<file path="src/rtl/fetch_pkg.sv">
// fetch_pkg: opcode constants, fetch FSM states and control-transfer decode shared by the fetch front end
package fetch_pkg;
  localparam logic [6:0] OP_BRANCH = 7'b1100011;
  localparam logic [6:0] OP_JAL = 7'b1101111;
  localparam logic [6:0] OP_JALR = 7'b1100111;
  localparam logic [6:0] OP_NOP = 7'b0010011;
  typedef enum logic [1:0] {IDLE, WAIT, HOLD} fetch_state_e;
  function automatic logic is_ctl(input logic [6:0] op, input logic hold_on_jump);
    return op == OP_BRANCH || (hold_on_jump && (op == OP_JAL || op == OP_JALR));
  endfunction
endpackage

</file>
<file path="src/rtl/fetch_fifo.sv">
// fetch_fifo: DEPTH-entry synchronous prefetch queue with push/pop/flush.
// Ports: clk, rst_n (sync, active-low), push/push_data, pop, flush, head (oldest entry, 0 when empty), count.
module fetch_fifo #(
  parameter int W = 64,
  parameter int DEPTH = 4
) (
  input  logic                     clk,
  input  logic                     rst_n,
  input  logic                     push,
  input  logic [W-1:0]             push_data,
  input  logic                     pop,
  input  logic                     flush,
  output logic [W-1:0]             head,
  output logic [$clog2(DEPTH):0]   count
);
  localparam int AW = $clog2(DEPTH);
  localparam int CW = AW + 1;
  logic [W-1:0] mem [DEPTH];
  logic [AW-1:0] rd, wr;
  logic do_push, do_pop;
  assign do_push = rst_n && push && !flush && count < CW'(DEPTH);
  assign do_pop = pop && count != '0;
  assign head = count != '0 ? mem[rd] : '0;
  always_ff @(posedge clk) begin
    if (do_push) mem[wr] <= push_data;
  end
  always_ff @(posedge clk) begin
    if (!rst_n || flush) begin
      rd <= '0;
      wr <= '0;
      count <= '0;
    end else begin
      if (do_push) wr <= wr + 1'b1;
      if (do_pop) rd <= rd + 1'b1;
      count <= count + CW'(do_push) - CW'(do_pop);
    end
  end
endmodule

</file>
<file path="src/rtl/fetch_unit.sv">
// fetch_unit: prefetching instruction-fetch front end that holds on control transfers until redirected.
// Ports: memory side mem_req/mem_addr/mem_ready/mem_rvalid/mem_rdata; redirect/redirect_pc from execute;
// decoder side out_valid/out_ready/out_instr/out_pc; status holding and q_count.
module fetch_unit
  import fetch_pkg::*;
#(
  parameter int XLEN = 32,
  parameter int ILEN = 32,
  parameter int DEPTH = 4,
  parameter logic [XLEN-1:0] RESET_PC = '0,
  parameter bit HOLD_ON_JUMP = 1'b1
) (
  input  logic                     clk,
  input  logic                     rst_n,
  output logic                     mem_req,
  output logic [XLEN-1:0]          mem_addr,
  input  logic                     mem_ready,
  input  logic                     mem_rvalid,
  input  logic [ILEN-1:0]          mem_rdata,
  input  logic                     redirect,
  input  logic [XLEN-1:0]          redirect_pc,
  output logic                     out_valid,
  input  logic                     out_ready,
  output logic [ILEN-1:0]          out_instr,
  output logic [XLEN-1:0]          out_pc,
  output logic                     holding,
  output logic [$clog2(DEPTH):0]   q_count
);
  localparam int CW = $clog2(DEPTH) + 1;
  fetch_state_e state, state_nx;
  logic [XLEN-1:0] fetch_pc, req_pc;
  logic drop, live, resp, ctl, accept, busy_nx, push;
  logic [ILEN+XLEN-1:0] head;
  assign resp = state == WAIT && mem_rvalid;
  assign ctl = is_ctl(mem_rdata[6:0], HOLD_ON_JUMP);
  assign accept = mem_req && mem_ready;
  // a request is still in flight after this edge if one is accepted now or the current one has not returned
  assign busy_nx = accept || (state == WAIT && !mem_rvalid);
  assign push = resp && !drop && !redirect;
  assign mem_addr = fetch_pc;
  assign out_valid = q_count != '0;
  assign {out_instr, out_pc} = head;
  always_ff @(posedge clk) begin
    if (!rst_n) state <= IDLE;
    else state <= state_nx;
  end
  always_comb begin
    state_nx = redirect ? (busy_nx ? WAIT : IDLE) : accept ? WAIT : resp ? ((drop || !ctl) ? IDLE : HOLD) : state;
  end
  // live keeps mem_req low for the first cycle after reset is released
  always_comb begin
    mem_req = live && (state == IDLE || (resp && !drop && !ctl)) && (q_count + CW'(state == WAIT)) < CW'(DEPTH);
    holding = state == HOLD;
  end
  always_ff @(posedge clk) begin
    if (!rst_n) begin
      fetch_pc <= RESET_PC;
      req_pc <= '0;
      drop <= 1'b0;
      live <= 1'b0;
    end else begin
      live <= 1'b1;
      if (accept) req_pc <= fetch_pc;
      fetch_pc <= redirect ? (redirect_pc & ~XLEN'(3)) : accept ? fetch_pc + XLEN'(4) : fetch_pc;
      drop <= redirect ? busy_nx : resp ? 1'b0 : drop;
    end
  end
  fetch_fifo #(.W(ILEN + XLEN), .DEPTH(DEPTH)) u_fifo (
    .clk(clk),
    .rst_n(rst_n),
    .push(push),
    .push_data({mem_rdata, req_pc}),
    .pop(out_valid && out_ready),
    .flush(redirect),
    .head(head),
    .count(q_count)
  );
endmodule

</file>
<file path="config.mk">
export PLATFORM = sky130hd
export DESIGN_NAME = fetch_unit
export DESIGN_NICKNAME = d
export VERILOG_FILES = /design/src/rtl/fetch_pkg.sv /design/src/rtl/fetch_fifo.sv /design/src/rtl/fetch_unit.sv
export SDC_FILE = /design/constraint.sdc
export NUM_CORES = 1
export LEC_CHECK = 0
export BUFFER_PORTS_ARGS = -buffer_cell sky130_fd_sc_hd__buf_2
export CAP_MARGIN = 40
export CELL_PAD_IN_SITES_DETAIL_PLACEMENT = 0
export CELL_PAD_IN_SITES_GLOBAL_PLACEMENT = 2
export CORE_ASPECT_RATIO = 0.9
export CORE_MARGIN = 3
export CORE_UTILIZATION = 37
export DETAILED_ROUTE_END_ITERATION = 12
export HOLD_SLACK_MARGIN = 0.03
export PLACE_DENSITY = 0.86
export SETUP_SLACK_MARGIN = 0.5
export SLEW_MARGIN = 25
export SYNTH_ARGS = -nofsm -noshare
export SYNTH_HDL_FRONTEND = slang
export SYNTH_SLANG_ARGS = --single-unit
</file>
<file path="constraint.sdc">
create_clock -name clk -period 2.7 [get_ports clk]
set_input_delay 0.135 -clock clk [delete_from_list [all_inputs] [get_ports clk]]
set_output_delay 0.135 -clock clk [all_outputs]
set_load 0.03 [all_outputs]
</file>
==> Word-level counts from Yosys, hierarchy flattened <==
Memory sizes are Yosys's and may differ from the RTL's. A register that Yosys moved wholly into a read port is not among the register bits.
Index checks and enable logic that the tools add are counted.
Widths: inputs -> output; s select.
{ "word_totals": {"in_bits": 70, "mem_count": 1, "elab_cells": 69, "mem_bits_rw": 256, "output_inout_bits": 102, "reg_bits": 75} }
{ "mem_list": {"columns": ["name", "words", "word_bits", "read_ports", "rd_ports_with_merged_regs", "write_ports", "line", "rtl"], "rows": [
  ["u_fifo.mem", 4, 64, 1, 1, 1, "fetch_fifo.sv:18", "logic [W-1:0] mem [DEPTH];"]
]} }
{ "classes": {"n_eq_ne": 5, "n_mux": 15, "n_bitwise": 1, "n_addsub": 6, "n_reduce_logical": 30, "magnitude_cmp": 2} }
{ "op_table": {"columns": ["cell", "count"], "rows": [
  ["$mux 32", 2],
  ["$mux 64", 1],
  ["$add 32x3->32 const B", 1],
  ["$eq 7x7->1 const B", 3],
  ["$logic_and 1x1->1", 13],
  ["$mux 2", 6],
  ["$add 3x1->3", 2],
  ["$logic_or 1x1->1", 6],
  ["$lt 3x3->1 const B", 2],
  ["$mux 1", 6],
  ["$reduce_bool 3->1", 2],
  ["$logic_not 1->1", 5],
  ["$add 2x1->2 const B", 2],
  ["$reduce_bool 2->1", 2],
  ["$sub 3x1->3", 1],
  ["$eq 2x1->1 const B", 1],
  ["$eq 2x2->1 const B", 1],
  ["$logic_not 2->1", 1],
  ["$reduce_or 2->1", 1],
  ["$not 1->1", 1]
]} }

==> Depth between registers and ports, before layout <==
Gate-level depths: netlist (run 1).
{ "logic_depth": {"ltp_word": 12, "ltp_mapped": 10, "depth_no_buf": 9} }

==> By module <==
A second synthesis (run 1) with hierarchy kept.
{ "unflattened": {"cells_unflattened": 848, "area_unflattened_um2": 13565.5} }
{ "modules_own_cells": {"columns": ["mod", "area_per_inst_um2", "seq_area_each_um2", "cells_each", "n_inst"], "rows": [
  ["fetch_fifo", 10139.7, 7867.5, 454, 1],
  ["fetch_unit", 3425.8, 1281.2, 394, 1]
]} }

==> Worst setup path after synthesis (run 1) <==
Ideal clock, no wire load.
{ "synth_path": {"path_kind": "reg2reg", "from": "reg state[1]", "to": "mem u_fifo.mem[0][10], enable pin", "period_less_slack_ps": 2910, "required_time_ps": 2273, "t_arrival_ps": 2483, "slack_ps": -210, "n_path_buf": 1, "setup_ps": 427, "path_stages_with_launch": 5, "path_cell_list": "dfxtp_1 > buf_2 > nand4bb_4 > nor2_1 > and3_1"} }
{ "synth_between": {"elab_chain_len": 9} }
{ "synth_lines": {"columns": ["element", "line", "rtl"], "rows": [
  ["start: declaration", "fetch_unit.sv:30", "fetch_state_e state, state_nx;"],
  ["start signal: assignment", "fetch_unit.sv:45", "else state <= state_nx;"],
  ["$eq 2x1->1", "fetch_unit.sv:34", "assign resp = state == WAIT && mem_rvalid;"],
  ["$logic_and 1x1->1", "fetch_unit.sv:34", null],
  ["$logic_and 1x1->1 (2 in a row)", "fetch_unit.sv:39", "assign push = resp && !drop && !redirect;"],
  ["$logic_and 1x1->1 (3 in a row)", "fetch_fifo.sv:21", "assign do_push = rst_n && push && !flush && count < CW'(DEPTH);"],
  ["$mux 1", "fetch_fifo.sv:25", "if (do_push) mem[wr] <= push_data;"],
  ["$mux 1 (not written as such)", "fetch_fifo.sv:25", null],
  ["end: declaration", "fetch_fifo.sv:18", null]
]} }
No other way between the ends.

==> results of run 1 <==
cell families (layout without fill, tap and decap cells):
logic type	Yosys count	in the layout	synth area share
flip-flops	321	321	0.684
AND/OR/NAND/NOR	262	263	0.109
AO/OA/AOI/OAI	106	106	0.0575
multiplexers	70	70	0.114
buffers and inverters	64	347	0.0208
XOR/XNOR	10	10	0.00672
adder cells (fa/ha/maj)	8	8	0.00826
other	1	4	0.000288
registers in the layout, indices dropped and copies added, names as in the netlist, named ones only:
name / flops
u_fifo.rd: 2
req_pc: 30
mem_addr: 30
live: 1
u_fifo.mem: 248
u_fifo.wr: 2
state: 2
u_fifo.count: 3
drop: 1
area by class of cell:
class / count / area (µm²)
sequential: 321 / 8930
fill: 3012 / 17700
clock buffer: 52 / 1050
timing repair buffer: 271 / 1970
inverter: 10 / 37.5
tap: 462 / 578
clock inverter: 14 / 128
multi-input combinational: 461 / 3950
stage by stage:
| step | std cells | power [µW] | hold slack (ps) |
|---|---|---|---|
| final | 1591 | 10800 | 52.9 |
| after global routing | 1591 | 11200 | 49.4 |
| after CTS | 1584 | 10900 | 32.0 |
| after detailed placement | 1451 | 6050 | 346 |
| after global placement | 1451 | 6040 | 348 |
| after floorplan | 845 | 5820 | 163 |
power groups by stage:
stage	sequential, µW	combinational [µW]	clock [µW]
floorplan	5590	225	0
global placement	5540	497	0
detailed placement	5550	503	0
CTS	5440	581	4910
global route	5460	635	5130
finish	5450	584	4800
per-layer routing:
metal | up-vias | global-route usage | share of wire
li1 | 3762 | - | -
met1 | 4007 | 0.237 | 0.44
met2 | 261 | 0.275 | 0.47
met3 | 41 | 0.0358 | 0.072
met4 | 2 | 0.0366 | 0.015
met5 | - | 0 | 0.00021
worst min path at each step:
stage	slack, ps	start	cells after the start	to
finish	50	redirect	3	mem_addr[3]$_SDFFE_PN0P_
global route	50	redirect	3	mem_addr[3]$_SDFFE_PN0P_
CTS	30	redirect	3	mem_addr[3]$_SDFFE_PN0P_
detailed placement	350	redirect_pc[24]	3	mem_addr[24]$_SDFFE_PN0P_
global placement	350	mem_rdata[13]	1	u_fifo.mem[0][45]$_DFFE_PP_
floorplan	160	rst_n	0	live$_DFF_P_
tightest hold or removal path, stage by stage:
cell and delay [ps]:
buf_2 160, a21oi_1 140, a21oi_1 80
repair_timing:
item | 4_1_cts | 5_1_grt
buffers inserted | 4 | 4
cloned | 0 | 3
hold buffers | 63 | 0
pin swaps | 3 | 1
setup endpoints to repair | 64 | 176
endpoints found under the hold margin | 166 | 0
gates resized for setup | 8 | 7
synthesized netlist by cell type, drive strengths merged (10+ instances only):
library cell and n:
clkbuf 37, nand2 87, or4 13, buf 17
dfxtp 73, edfxtp 248, a21oi 10, and2 67
inv 10, nor2 19, nand4 12, a21boi 31
o21ai 22, mux4 62, and3 11, nand3 21
layout by cell type (no fill, tap or decap), types with 5 or more instances in the layout:
| master | count |
|---|---|
| edfxtp_1 | 248 |
| buf_2 | 165 |
| nand2_1 | 86 |
| and2_1 | 66 |
| dfxtp_1 | 63 |
| dlygate4sd3_1 | 63 |
| mux4_2 | 62 |
| clkbuf_16 | 40 |
| buf_4 | 30 |
| a21boi_1 | 29 |
| o21ai_0 | 21 |
| nand3_1 | 21 |
| nor2_1 | 17 |
| nand4_1 | 12 |
| or4_1 | 12 |
| a21oi_1 | 10 |
| inv_1 | 9 |
| clkbuf_1 | 9 |
| a31oi_1 | 8 |
| xnor2_1 | 8 |
| o211ai_1 | 7 |
| and3_1 | 7 |
| buf_12 | 7 |
| nor3_1 | 6 |
| a32oi_1 | 6 |
| mux2i_1 | 6 |
| clkinv_1 | 6 |
| dfxtp_2 | 6 |
| ha_1 | 5 |
| clkbuf_8 | 5 |
==> metrics.md, run 1 <==
| Metric | Value |
|---|---|
| Setup ws final | `between 400 and 500 ps` |
| Antenna Cells | `0` |
| HPWL Detailed | `between 20000 and 25000 µm` |
| Largest net degree at the start of global routing | `64` |
| MaxCap Viol Count | `0` |
| Clock sinks | `321` |
| CTS buffer count | `36` |
| Part of the power in the clock network | `0.443` |
| Die Ht | `184 µm` |
| GRT Overall Usage | `0.169` |
| Final instance area | `16600 µm²` |
| Reg2reg setup slack | `about 570 ps` |
| Crit Path Max Fanout | `17` |
| Final setup vio count | `0` |
| Peak VDD IR | `380 µV` |
| First-pass GRT wire length | `around 50000 µm` |
| Crit path DAT | `~2100 ps` |
| Synth Flop Type | `edfxtp_1` |
| Clk_skew | `between 20 and 30 ps` |
| FMAX | `~450 MHz` |
| Post-DP Area | `14700 µm²` |
| GPL Wtd Cong | `between 0.7 and 0.8` |
| Via/cell ratio | `~5.1` |
| WL final | `32600 µm` |
| Max-slew violation count | `0` |
| Worst path bufs/invs | `2` |
| Number of antenna violations at the first check in global routing | `1` |
| Int Pwr | `between 8000 and 9000 µW` |
| Final hold violations | `0` |
| Vias in the first global route | `between 8000 and 9000` |
| Core ar. | `approximately 34000 µm²` |
| Critical path's top delay family | `multiplexers` |
| Top Ports | `approximately 170` |
| Hold Crit Class | `input port to register` |
| Yosys cell types | `just over 60` |
| DRC viols | `0` |
| Status | `complete, no violations` |
| Crit path max-delay cell type | `mux4_2` |
| Psw | `between 2000 and 2500 µW` |
| Nets | `about 1200` |
| Antenna viol nets, final | `0` |
| Vias | `between 8000 and 9000` |
| Fraction of layout cells with a size suffix above 1 | `0.317` |
| Critical Path Stages | `4` |
| # port buffers | `approximately 170` |
| Cell Chain, Critical Path | `buf_16 > mux4_2 > and2_1 > buf_2` |
| Share of the synthesized area in the top cell type | `0.572` |
| Area leader, netlist | `edfxtp_1` |
| Overflow after GRT | `0` |
| Worst-path clk slew | `approximately 60 ps` |
| Logic gate share of total power | `0.054` |
| Die outline width | `about 200 µm` |
| EDFF count, synth | `248` |
| DRT iter0 DRCs | `530` |
| Worst setup SP type | `register` |
| Row cnt | `64` |
| Register area share after synthesis | `0.684` |
| Setup crit end kind | `output port` |
| FF+latch count, synth | `321` |
| Pwr dens | `about 650 nW/µm²` |
| Period utilization | `0.822` |
| Switching portion of total power | `0.215` |
| Relative slew slack | `0.578` |
| Clk_lat worst skew | `around 520 ps` |
| Reg2reg path depth | `9` |
| FFs w/ async S/R, synth | `0` |
| Initial DRT Pass Iterations | `5` |
| Clock root cell | `clkbuf_16` |
| Final TNS setup | `0 ps` |
| CTS H-tree lvls | `2` |
| Max Buffers Root-to-Sink | `3` |
| Crit path largest cell delay | `roughly 530 ps` |
| Post-layout util | `0.485` |
| Required @ worst endpoint | `2570 ps` |
| R2R Path Start | `u_fifo.count[0]$_SDFF_PP0_` |
| Pleak | `~0.0060 µW` |
| Wire per inst | `~20 µm` |
| Area growth from synthesis to layout | `27.8%` |
| Crit path kind | `register to output port` |
| Critical Path End | `out_pc[18]` |
| Worst Tran Pin Value | `627 ps` |
| Syn Inst Count | `between 800 and 900` |
| Sequential power share | `0.503` |
| Top post-synthesis cells by area | `edfxtp_1, dfxtp_1, mux4_2` |
| Syn_area_per_cell | `approximately 15 µm²` |
| Synth warn | `0` |
| RSZ-0062 raised after global routing | `true` |
| TritonCTS clock tree | `built` |
| Initial Utilization | `0.379` |
| Fin crit period | `around 2200 ps` |
| Worst r2r dst | `u_fifo.count[2]$_SDFF_PP0_` |
| Mapped Area | `13000 µm²` |
| Die area | `around 38000 µm²` |
| Pre-CTS setup slack | `approximately 440 ps` |
No activity file was read; power rests on OpenSTA's default activity.
==> run 2, diff against run 1 <==
--- a/config.mk
+++ b/config.mk
@@ -11,10 +11,10 @@
 export CELL_PAD_IN_SITES_GLOBAL_PLACEMENT = 2
 export CORE_ASPECT_RATIO = 0.9
 export CORE_MARGIN = 3
-export CORE_UTILIZATION = 37
+export CORE_UTILIZATION = 41
 export DETAILED_ROUTE_END_ITERATION = 12
 export HOLD_SLACK_MARGIN = 0.03
-export PLACE_DENSITY = 0.86
+export PLACE_DENSITY = 0.9
 export SETUP_SLACK_MARGIN = 0.5
 export SLEW_MARGIN = 25
 export SYNTH_ARGS = -nofsm -noshare
==> constraint.sdc (replaced) <==
create_clock -name clk -period 2.1 [get_ports clk]
set_input_delay 0.105 -clock clk [delete_from_list [all_inputs] [get_ports clk]]
set_output_delay 0.105 -clock clk [all_outputs]
set_load 0.03 [all_outputs]
==> run 2 against run 1 <==
Against the previous run:
- the run now ends with negative setup slack left
- final area increased by 21%
- non-clock buffer count increased by 155
- combinational power increased by 93%
- worst setup slack got worse by 540 ps
- global-route usage increased by 5.6 points
- flip-flop and latch count unchanged
- clock power increased by 20%
- sequential share of layout area decreased by 9.2 points
- clock skew increased by 2.3 ps
- highest routed layer unchanged
==> metrics.md, run 2 (same netlist as run 1, synthesis figures left out) <==
| Metric | Value |
|---|---|
| Status | `finished, violations left` |
| Failing checks | `negative setup slack` |
| Clk_lat worst skew | `roughly 520 ps` |
| Vias | `9299` |
| GRT Overall Usage | `0.225` |
| MaxCap Viol Count | `0` |
| Crit path DAT | `between 2000 and 2500 ps` |
| Pleak | `between 0.007 and 0.008 µW` |
| Psw | `3130 µW` |
| Fraction of layout cells with a size suffix above 1 | `0.518` |
| Int Pwr | `approximately 11000 µW` |
| Period utilization | `1.03` |
| Post-DP Area | `14900 µm²` |
| FMAX | `roughly 460 MHz` |
| CTS buffer count | `34` |
| Reg2reg path depth | `9` |
| Area occupied by multi-input gates | `4590 µm²` |
| GPL Wtd Cong | `0.800` |
| Met1 Use GR | `0.312` |
| Worst r2r dst | `u_fifo.count[2]$_SDFF_PP0_` |
| Reg2reg setup slack | `-10 ps` |
| Wire per inst | `around 25 µm` |
| Total power | `13900 µW` |
| First-pass GRT wire length | `57900 µm` |
| HPWL Detailed | `around 21000 µm` |
| Setup crit end kind | `output port` |
| Initial DRT Pass Iterations | `5` |
| Max-slew violation count | `0` |
| Switching portion of total power | `0.225` |
| Crit Path Max Fanout | `16` |
| RSZ-0062 raised after global routing | `true` |
| Pwr dens | `around 690 nW/µm²` |
| Worst Hold Path EP | `live$_DFF_P_` |
| Part of the power in the clock network | `0.416` |
| Hold Crit Start | `rst_n` |
| Setup ws final | `-60.6 ps` |
| Largest net degree at the start of global routing | `41` |
| Die Ht | `approximately 180 µm` |
| Final instance area | `20100 µm²` |
| Die area | `around 34000 µm²` |
| Worst-path clk slew | `~60 ps` |
| Clock sinks | `around 320` |
| Hold Crit Class | `input port to register` |
| Required @ worst endpoint | `~2000 ps` |
| Antenna viol nets, final | `0` |
| Clk_skew | `28.7 ps` |
| Max FFs per register | `approximately 250` |
| WL final | `approximately 42000 µm` |
| Most flop-heavy register | `u_fifo.mem` |
| Sequential power share | `0.503` |
| Most used routing layer | `met2` |
| Initial Utilization | `0.418` |
| Post-layout util | `0.647` |
| Worst hold margin | `73.6 ps` |
| Peak VDD IR | `~500 µV` |
| Area growth from synthesis to layout | `54.5%` |
| Clock root cell | `clkbuf_16` |
| Met2 Track Usage GR | `0.383` |
| Met3 usage | `0.0424` |
| CTS H-tree lvls | `2` |
| Antenna Cells | `0` |
| Nets | `between 1000 and 1500` |
| R2R Path Start | `u_fifo.count[2]$_SDFF_PP0_` |
| Fillers | `approximately 2100` |
| Die outline width | `194 µm` |
| Top Ports | `around 170` |
| Logic gate share of total power | `0.081` |
| Via/cell ratio | `roughly 5.5` |
| Vias in the first global route | `9150` |
| Number of antenna violations at the first check in global routing | `1` |
| Max Buffers Root-to-Sink | `3` |
| Commonest non-fill, non-tap cell in the layout | `edfxtp_1` |
| Core ar. | `approximately 31000 µm²` |
| Hold path depth | `2` |
| Final hold violations | `0` |
| Row cnt | `just over 60` |
| Worst setup SP type | `register` |
| # port buffers | `roughly 170` |
| DRT iter0 DRCs | `773` |
| Commonest non-fill, non-tap cells in the layout | `edfxtp_1, buf_6, buf_2, and2_4, dlygate4sd3_1` |
| Sequential cell area | `8940 µm²` |
| Overflow after GRT | `0` |
| Final setup vio count | `42` |
| TritonCTS clock tree | `built` |
| Pre-CTS setup slack | `-142 ps` |
| Crit path kind | `register to output port` |
| DRC viols | `0` |
| Fin crit period | `~2200 ps` |
[run 2: changes by cell type in the layout (fill, tap and decap cells not counted), moves of 15 or more]
cell,change
a21boi_2,+16
and2_1,-65
and2_4,+65
buf_12,+33
buf_16,+32
buf_2,-64
buf_4,+29
buf_6,+103
nand2_1,-33
nand2_2,+15
nand2_4,+18
[run 2: area by class of cell]
class                   count  area share
inverters                  10     0.00199
repair buffers            426       0.248
clock buffers              53      0.0483
clock inverters             8     0.00435
well taps                 409      0.0254
multi-input cells         461       0.228
flip-flops and latches    321       0.444
[run 2: what timing repair did]
item / CTS / global route
pin swaps: 98 / 61
hold endpoints to repair: 159 / 0
resized for setup: 319 / 147
endpoints found under the setup margin: 377 / 379
cloned: 36 / 12
buffers inserted: 59 / 22
hold buffers: 65 / 0
[run 2: worst max-delay path, cell delays in order (launching register included)]
cell       delay, ps
dfxtp_4          340
or3_4            380
buf_4            150
buf_12           150
clkbuf_16        210
and2_4           180
buf_6            130
[run 2: power by group through the flow]
stage / Sequential, µW / Combinational (µW) / Clock (µW)
after floorplan: 7190 / 290 / 0
final: 6980 / 1130 / 5780
after CTS: 6960 / 999 / 5840
after global routing: 6980 / 1190 / 6090
after detailed placement: 7100 / 732 / 0
after global placement: 7090 / 722 / 0
[run 2: worst max-delay path by stage]
| stage | from | cells past startpoint | to |
|---|---|---|---|
| detailed placement | u_fifo.count[0]$_SDFF_PP0_ | 9 | u_fifo.count[2]$_SDFF_PP0_ |
| finish | u_fifo.count[2]$_SDFF_PP0_ | 6 | out_pc[20] |
| global placement | u_fifo.count[0]$_SDFF_PP0_ | 9 | u_fifo.count[2]$_SDFF_PP0_ |
| CTS | register | 5 | out_pc[19] |
| global route | register | 5 | out_pc[17] |
| floorplan | u_fifo.count[0]$_SDFF_PP0_ | 10 | u_fifo.count[2]$_SDFF_PP0_ |
[run 2: through the flow]
step	cells	setup TNS [ps]
after global placement	1433	-129
after CTS	1654	-933
after global routing	1688	-3070
final	1688	-951
after floorplan	845	-251
after detailed placement	1433	-148
[run 2: routing by layer]
layer | up-vias | part of all wire
li1 | 4095 | -
met1 | 4753 | 0.41
met2 | 407 | 0.50
met3 | 42 | 0.072
met4 | 2 | 0.015
met5 | - | 0.00031
==> run 3, diff against run 2 <==
--- a/config.mk
+++ b/config.mk
@@ -7,11 +7,9 @@
 export LEC_CHECK = 0
 export BUFFER_PORTS_ARGS = -buffer_cell sky130_fd_sc_hd__buf_2
 export CAP_MARGIN = 40
-export CELL_PAD_IN_SITES_DETAIL_PLACEMENT = 0
-export CELL_PAD_IN_SITES_GLOBAL_PLACEMENT = 2
 export CORE_ASPECT_RATIO = 0.9
 export CORE_MARGIN = 3
-export CORE_UTILIZATION = 41
+export CORE_UTILIZATION = 57
 export DETAILED_ROUTE_END_ITERATION = 12
 export HOLD_SLACK_MARGIN = 0.03
 export PLACE_DENSITY = 0.9
==> run 3 against run 2 <==
Against the previous run:
- the flow still finishes with violations (negative setup slack)
- clock-buffer cell count shrank 16
- cell count down 8.4%
- core utilization rose by 25 points
- clock power grew 5.7%
- final area down 1.5%
- die area fell by 27%
- register-to-register slack worse by 250 ps
- critical path depth grew 3
- via count increased by 15%
- global-route usage is 13 points higher
- sequential share of layout area is 0.65 points higher
==> metrics.md, run 3 (same netlist as run 1, synthesis figures left out) <==
| Metric | Value |
|---|---|
| Max-slew violation count | `0` |
| Fillers | `roughly 700` |
| Int Pwr | `11000 µW` |
| Initial Utilization | `0.592` |
| Clock root cell | `clkbuf_16` |
| Core ar. | `about 22000 µm²` |
| Via/cell ratio | `approximately 7` |
| Final TNS setup | `-9350 ps` |
| FMAX | `424 MHz` |
| Wire per inst | `33.9 µm` |
| Top Layer Used | `met4` |
| Pwr dens | `~720 nW/µm²` |
| Clk_skew | `14.9 ps` |
| Relative slew slack | `0.461` |
| Max FFs per register | `around 250` |
| Final instance area | `19800 µm²` |
| GPL Wtd Cong | `between 0.9 and 1` |
| Row cnt | `between 50 and 60` |
| Failing checks | `negative setup slack` |
| Pre-CTS setup slack | `-183 ps` |
| Final setup vio count | `99` |
| # port buffers | `roughly 170` |
| Worst Tran Pin Value | `806 ps` |
| MaxCap Viol Count | `0` |
| Pleak | `between 0.007 and 0.008 µW` |
| CTS buffer count | `31` |
| Area occupied by multi-input gates | `4710 µm²` |
| Antenna viol nets, final | `0` |
| Largest net degree at the start of global routing | `~50` |
| Number of instances in the placed design | `roughly 1300` |
| Top Ports | `approximately 170` |
| Overflow after GRT | `0` |
| Nets | `1307` |
| Fin crit period | `approximately 2400 ps` |
| Status | `finished, violations left` |
| Post-DP Area | `roughly 15000 µm²` |
| Die area | `24700 µm²` |
| GRT Overall Usage | `0.352` |
| Initial DRT Pass Iterations | `6` |
| DRT iter0 DRCs | `approximately 1600` |
| Layout Cells excl Fill | `~1500` |
| DRC viols | `0` |
| Final hold violations | `0` |
| Clk_lat worst skew | `570 ps` |
| Setup crit end kind | `register` |
| Sequential cell area | `between 8000 and 9000 µm²` |
| Die outline width | `165 µm` |
| Metal2 WL | `about 25000 µm` |
| Clock sinks | `~320` |
| Post-layout util | `0.901` |
| Area growth from synthesis to layout | `52.2%` |
| Crit path DAT | `about 2800 ps` |
| Logic gate share of total power | `0.086` |
| Period utilization | `1.12` |
| Sequential power share | `0.487` |
| Number of antenna violations at the first check in global routing | `2` |
| Vias in the first global route | `10371` |
| Reg2reg setup slack | `-260 ps` |
| Vias | `between 10000 and 15000` |
| Psw | `3360 µW` |
| TritonCTS clock tree | `built` |
| Peak VDD IR | `824 µV` |
| Commonest non-fill, non-tap cells in the layout | `edfxtp_1, buf_2, buf_6, and2_4, dlygate4sd3_1` |
| Metal3 WL | `between 6000 and 7000 µm` |
| Die Ht | `149 µm` |
| Worst setup SP type | `register` |
| Required @ worst endpoint | `approximately 2600 ps` |
| Setup ws final | `-260 ps` |
| Max Buffers Root-to-Sink | `3` |
| Commonest non-fill, non-tap cell in the layout | `edfxtp_1` |
| Routed metal-1 wirelength | `about 17000 µm` |
| Fraction of layout cells with a size suffix above 1 | `0.519` |
| WL final | `between 50000 and 60000 µm` |
| Crit Path Max Fanout | `2` |
| Part of the power in the clock network | `0.426` |
| First-pass GRT wire length | `~64000 µm` |
| Switching portion of total power | `0.235` |
| CTS H-tree lvls | `1` |
| Worst-path clk slew | `roughly 70 ps` |
| HPWL Detailed | `between 15000 and 20000 µm` |
| Most flop-heavy register | `u_fifo.mem` |
| RSZ-0062 raised after global routing | `true` |
| Crit path kind | `register to register` |
| Hold Crit Class | `input port to register` |
==> run 3: cell count changes in the layout (fill, tap and decap cells not counted), moves of 7 or more <==
cell	change
clkbuf_1	-9
dfxtp_2	-9
buf_12	-8
a21boi_2	+7
a21boi_1	-7
dfxtp_1	+8
==> run 3: critical path, cell delays in order (launching register included) <==
cell     delay (ps)
dfxtp_4         350
or3_4           390
and2_4          170
ha_4            280
inv_4            40
ha_4            140
fa_2            370
xnor2_2         220
xnor2_1         190
nor2_1           90
==> run 3: path summary, 6_finish.rpt <==
path,end,cells after the start,start
min reg2reg,req_pc[28]$_SDFFE_PN0P_,2,req_pc[28]$_SDFFE_PN0P_
min,mem_addr[8]$_SDFFE_PN0P_,3,redirect
max reg2reg,u_fifo.count[2]$_SDFF_PP0_,9,u_fifo.count[0]$_SDFF_PP0_
max,u_fifo.count[2]$_SDFF_PP0_,9,u_fifo.count[0]$_SDFF_PP0_
==> run 3: repair_timing <==
action / in CTS / in global routing
hold buffers: 65 / 0
cloned: 32 / 14
pin swaps: 108 / 36
endpoints found under the hold margin: 174 / 0
setup buffers: 52 / 16
setup endpoints to repair: 378 / 380
gates resized for setup: 306 / 151
==> run 3: power by group through the flow <==
| stage | registers (µW) | logic (µW) | clock network (µW) |
|---|---|---|---|
| after floorplan | 7190 | 290 | 0 |
| after global placement | 7080 | 696 | 0 |
| after detailed placement | 7090 | 717 | 0 |
| after CTS | 6960 | 990 | 5900 |
| after global routing | 6980 | 1260 | 6330 |
| final | 6980 | 1240 | 6110 |
==> run 3: metrics by stage <==
stage / power [µW] / hold WS, ps
2_1_floorplan: 7480 / 133
3_3_place_gp: 7780 / 311
3_5_place_dp: 7810 / 311
4_1_cts: 13800 / 38.3
5_1_grt: 14600 / 65.1
6_report: 14300 / 79.9
==> run 3: final cells by class <==
class / instances / share of cell area
Sequential cell: 321 / 0.451
Clock buffer: 37 / 0.0403
Antenna cell: 2 / 0.000252
Timing Repair Buffer: 405 / 0.236
Multi-Input combinational cell: 460 / 0.238
Tap cell: 291 / 0.0184
Clock inverter: 21 / 0.0142
Inverter: 10 / 0.00202
==> run 3: layer usage <==
layer  track usage  up-vias
met4         0.164        0
met3        0.0745      332
met1         0.425     5259
li1              -     4042
met2         0.607     1106
met5             0        -
